## src/rtl/fifo_stream_reader.sv

```systemverilog
// Drains a first-word-fall-through FIFO read port into a registered valid/ready
// stream with a two-entry skid buffer, a pop counter and a sticky underrun flag.
module fifo_stream_reader #(
    parameter int unsigned DATA_WIDTH  = 16,
    parameter int unsigned COUNT_WIDTH = 16
) (
    input  logic                   read_clk,
    input  logic                   reset,
    input  logic                   can_read,
    input  logic [DATA_WIDTH-1:0]  read_data,
    output logic                   read,
    output logic                   out_valid,
    input  logic                   out_ready,
    output logic [DATA_WIDTH-1:0]  out_data,
    input  logic                   flush,
    input  logic                   active,
    output logic [COUNT_WIDTH-1:0] words_read,
    output logic                   underrun
);

    localparam int unsigned OCC_WIDTH = 2;

    logic [OCC_WIDTH-1:0]   r_occ;
    logic [DATA_WIDTH-1:0]  r_a;
    logic [DATA_WIDTH-1:0]  r_b;
    logic [COUNT_WIDTH-1:0] r_words;
    logic                   r_underrun;

    logic w_push;
    logic w_pop;
    logic w_valid;

    // Pop decision uses only registered occupancy and FIFO/control inputs, never out_ready.
    assign w_valid = (r_occ != OCC_WIDTH'(0));
    assign w_push  = can_read & ~reset & ~flush & (r_occ != OCC_WIDTH'(2));
    assign w_pop   = w_valid & out_ready;

    assign read       = w_push;
    assign out_valid  = w_valid;
    assign out_data   = r_a;
    assign words_read = r_words;
    assign underrun   = r_underrun;

    always_ff @(posedge read_clk) begin
        if (reset) begin
            r_occ      <= OCC_WIDTH'(0);
            r_a        <= DATA_WIDTH'(0);
            r_b        <= DATA_WIDTH'(0);
            r_words    <= COUNT_WIDTH'(0);
            r_underrun <= 1'b0;
        end else begin
            if (w_push) begin
                r_words <= r_words + COUNT_WIDTH'(1);
            end

            if (flush) begin
                r_underrun <= 1'b0;
            end else if (active && out_ready && !w_valid) begin
                r_underrun <= 1'b1;
            end

            // A flush drops every entry left after this cycle's pop; no push can occur then.
            if (flush) begin
                r_occ <= OCC_WIDTH'(0);
            end else begin
                case (r_occ)
                    OCC_WIDTH'(0): begin
                        if (w_push) begin
                            r_a   <= read_data;
                            r_occ <= OCC_WIDTH'(1);
                        end
                    end
                    OCC_WIDTH'(1): begin
                        if (w_push && !w_pop) begin
                            r_b   <= read_data;
                            r_occ <= OCC_WIDTH'(2);
                        end else if (w_push && w_pop) begin
                            r_a <= read_data;
                        end else if (w_pop) begin
                            r_occ <= OCC_WIDTH'(0);
                        end
                    end
                    OCC_WIDTH'(2): begin
                        if (w_pop) begin
                            r_a   <= r_b;
                            r_occ <= OCC_WIDTH'(1);
                        end
                    end
                    default: r_occ <= OCC_WIDTH'(0);
                endcase
            end
        end
    end

endmodule

```

## config.mk

```make
export PLATFORM = sky130hd
export DESIGN_NAME = fifo_stream_reader
export DESIGN_NICKNAME = d
export VERILOG_FILES = /design/src/rtl/fifo_stream_reader.sv
export SDC_FILE = /design/constraint.sdc
export NUM_CORES = 1
export LEC_CHECK = 0
export ABC_AREA = 0
export BUFFER_PORTS_ARGS = -buffer_cell sky130_fd_sc_hd__buf_4
export CAP_MARGIN = 25
export CELL_PAD_IN_SITES_DETAIL_PLACEMENT = 1
export CELL_PAD_IN_SITES_GLOBAL_PLACEMENT = 2
export CORE_MARGIN = 2
export CORE_UTILIZATION = 31
export DETAILED_ROUTE_END_ITERATION = 6
export PLACE_DENSITY_LB_ADDON = 0.1
export SYNTH_ARGS = -nofsm -noshare
export SYNTH_HDL_FRONTEND = slang
export SYNTH_SLANG_ARGS = --single-unit
```

## constraint.sdc

```tcl
create_clock -name read_clk -period 2.1 [get_ports read_clk]
set_input_delay 0.42 -clock read_clk [delete_from_list [all_inputs] [get_ports read_clk]]
set_output_delay 0.42 -clock read_clk [all_outputs]
set_load 0.01 [all_outputs]
```

# Word-level counts from Yosys, hierarchy flattened
# Cells that the tools add are included.
word_totals:
  ff_bits: 51
  input_bits: 22
  out_inout_bits: 35
  word_cells: 45
op_classes:
  addsub: 1
  n_eq_ne: 9
  muxes: 11
  n_bitwise: 6
  reduce_logical: 13
ops:
  columns: ["cell", "count"]
  rows:
  - ["$mux 16", 4]
  - ["$pmux 16 s3", 1]
  - ["$add 16x1->16 const B", 1]
  - ["$mux 2", 5]
  - ["$ne 2x2->1 const B", 5]
  - ["$ne 3x3->1 const B", 2]
  - ["$pmux 2 s3", 1]
  - ["$reduce_and 6->1", 1]
  - ["$and 1x1->1", 4]
  - ["$logic_and 1x1->1", 4]
  - ["$reduce_and 4->1", 1]
  - ["$reduce_and 3->1", 1]
  - ["$reduce_bool 3->1", 1]
  - ["$eq 2x1->1 const B", 1]
  - ["$eq 2x2->1 const B", 1]
  - ["$logic_not 1->1", 2]
  - ["$logic_not 2->1", 1]
  - ["$not 1->1", 2]
  - ["$reduce_bool 2->1", 1]
  - ["$reduce_or 2->1", 1]

# Depth between registers and ports, before layout
depth:
  word_depth: 8
  depth_mapped: 7
  ltp_nobuf: 5

# Worst setup path before layout
# No wires, ideal clock.
synth_path:
  path_type: "register -> register"
  startpoint: "register r_words[0] (netlist: words_read[0])"
  endpoint: "register r_words[10] (netlist: words_read[10])"
  arrival_time_ns: 1.559
  required_time_ns: 2.030
  slack_ns: 0.471
  stages_incl_launch_ff: 6
  path_cell_list: "dfxtp_1 > ha_1 > nor3b_2 > nand4_1 > or3_1 > a21oi_1"
synth_between:
  elab_chain_len: 1
synth_rtl:
  columns: ["item", "line_no", "source"]
  rows:
  - ["start: declaration", "26", "logic [COUNT_WIDTH-1:0] r_words;"]
  - ["start signal: assignment", "53", "r_words <= r_words + COUNT_WIDTH'(1);"]
  - ["$add 16x1->16", "53", null]
# No other way between the ends.
# A chain may end at the register's enable or synchronous reset.

# Worst setup path in the final report
layout_path:
  startpoint: "register r_words[0] (netlist: words_read[0])"
  endpoint: "register r_words[8] (netlist: words_read[8])"
# The elaborated chain is that of the path after synthesis.

==> impl_metrics.ini <==
[global_route]
use_met2_pct = 24.7
grt_pass1_wl_um = 10100
antenna_found_initial = 0
grt_overflow = 0
use_met1_pct = 19.8
busiest_layer = met2
grt_max_degree = 43
grt.total_usage_pct = 15.1
grt_pass1_vias = 2052
grt_util_met3_pct = 3.76

[routing]
ant_nets = 0
wl_per_cell_um = 14.4
vias = 2038
route.detailed.drc = 0
drt_iter0_drc = 97
drt-pass1-iter-count = 4
wl_um = 5860
via_per_inst = 5.02

[worst_setup_path]
cp_slowest_cell = dfxtp_1
critPathMaxFanout = 7
critPathMaxStageDelay_ns = 0.46
worstSetupStartpointType = flop
crit_type = flop to flop
crit_chain = ha_1 > nor3b_2 > nand4_1 > or3_1 > a21oi_1
r2r_slack_ns = 0.27
crit_arrival_ns = 2.06
required_ns = 2.34
crit_path_end_kind = flop

[final_layout]
fin_area_um2 = 2920
n_antenna_cell = 0
area_growth_pct = 26.0
drive_gt1_share_pct = 26.1
layout_common_cells = buf_4, dfxtp_1, a21oi_1
final_core_util_pct = 40.2
nNetsFinal = 329
mostFrequentLayoutCell = buf_4

[outcome]
status = complete, no violations

[sta]
timing.fmax_mhz = 548
fin_crit_sh_pct = 86.9
hold_viol = 0
relSlewSlack_pct = 68.8
setup_viol = 0
worst_pin_slew_ns = 0.468
min_period_ns = 1.83
tns_ns = 0
drv_slew = 0
skew_ns = 0.00705
rsz0062_at_grt = no

[power]
p_int_w = 0.00135
power_frac_comb_pct = 10.6
seqPwrFrac_pct = 55.4
p_clk_share_pct = 34.0
power.density_nw_per_um2 = 619
power.leakage_nw = 1.19
vdd_drop_max_v = 0.000236
p_total_w = 0.00181
p_sw_share_pct = 25.4
switchingPower_w = 0.000460

[die]
dieArea_um2 = 8180
io_pins = 57
die_x_um = 90.4
core_um2 = 7250
die_y_um = 90.4
num_rows = 31
initial_core_util_pct = 31.9

[flow_run]
cap_violations = 0

[cts]
cts_hold_buf = 0
clock_insertion_delay_worst_skew_ns = 0.31
cts_root_buf = clkbuf_8
cts_post_setup_buffers_inserted = 0
clkTransAtPathRegs_ns = 0.09
tritoncts = built
cts_buffers = 5
cts_buffer_depth = 2
clock-sinks = 51
cts_max_level = 2
cts_resized = 0

[yosys]
syn-instance-count = 255
ys.flop_type = dfxtp_1
synth.avg_cell_area_um2 = 9.08
syn_nets = 278
synth_edf_count = 0
yosys_warnings = 0
async_flop_share_pct = 0
yosysSeqAreaShare_pct = 44.1
synth_cell_types = 42
ys_seq_elements = 51
synth_area_um2 = 2320

[placed_design]
place.gp.congestion = 0.699
dp_hpwl_um = 4020
place_area_um2 = 2820
io_buffers = 56

[min_path]
hp-class = input pin to flop
-- worst max-delay path, delay by kind of cell, from the launching register on --
| kind | cells | cell delay [ns] |
|---|---|---|
| flops | 1 | 0.46 |
| compound gates | 1 | 0.14 |
| fa+ha+maj | 1 | 0.20 |
| simple gates | 3 | 0.96 |
-- logic make-up after synthesis --
logic type,share of synthesized area (%)
compound gates,19.1
xor+xnor,1.89
fa+ha+maj,0.540
buf+inv,5.35
flops,44.1
mux,8.32
simple gates,20.7
-- worst paths after layout --
kind	endpoint	cells past startpoint	from
max	words_read[8]$_SDFFE_PP0P_	5	words_read[0]$_SDFFE_PP0P_
min	underrun$_SDFFE_PP0P_	2	flush
max reg2reg	words_read[8]$_SDFFE_PP0P_	5	words_read[0]$_SDFFE_PP0P_
min reg2reg	r_b[0]$_SDFFE_PP0P_	2	r_b[0]$_SDFFE_PP0P_
-- cell usage after synthesis, drive strengths merged, types with 5 or more instances --
library cell | number | area share (%)
dfxtp | 51 | 44
a21oi | 41 | 8.9
nand2 | 39 | 6.3
mux2i | 17 | 7.3
a311oi | 16 | 6.1
buf | 10 | 3.1
nor2 | 10 | 2.3
clkbuf | 9 | 1.5
nand3 | 6 | 2.1
o31ai | 6 | 1.9
or4 | 6 | 1.9
inv | 5 | 0.81
nand4 | 5 | 2.0
-- per-stage QoR --
stage | cells | hold WS [ns] | setup slack [ns]
global placement | 398 | 0.441 | 0.323
CTS | 406 | 0.351 | 0.243
floorplan | 255 | 0.436 | 0.471
finish | 406 | 0.357 | 0.275
global route | 406 | 0.347 | 0.0776
detailed placement | 398 | 0.448 | 0.268
-- flip-flops by register name, summed over array words and instances (netlist names) --
| name | flops |
|---|---|
| out_data | 16 |
| r_b | 16 |
| words_read | 16 |
| r_occ | 2 |
| underrun | 1 |
-- layout make-up --
cell class | instances | area, µm²
Clock buffer | 6 | 82.6
Clock inverter | 2 | 16.3
Fill cell | 883 | 4330
Inverter | 5 | 18.8
Multi-Input combinational cell | 180 | 1170
Sequential cell | 51 | 1020
Tap cell | 99 | 124
Timing Repair Buffer | 63 | 485
-- power groups by stage --
stage / Combinational (W) / Clock [W] / Sequential (W)
after floorplan: 0.0000936 / 0 / 0.00103
after global placement: 0.000194 / 0 / 0.00102
after detailed placement: 0.000194 / 0 / 0.00103
after CTS: 0.000195 / 0.000645 / 0.00100
after global routing: 0.000212 / 0.000693 / 0.00101
final: 0.000191 / 0.000614 / 0.00100
-- metal layers --
metal  vias to the layer above  routed length [µm]
met2                        41                2710
met3                         5                 223
li1                       1029                   -
met1                       963                2870
met4                         0                  60
met5                         -                   0
No activity file was read; power rests on OpenSTA's default activity.
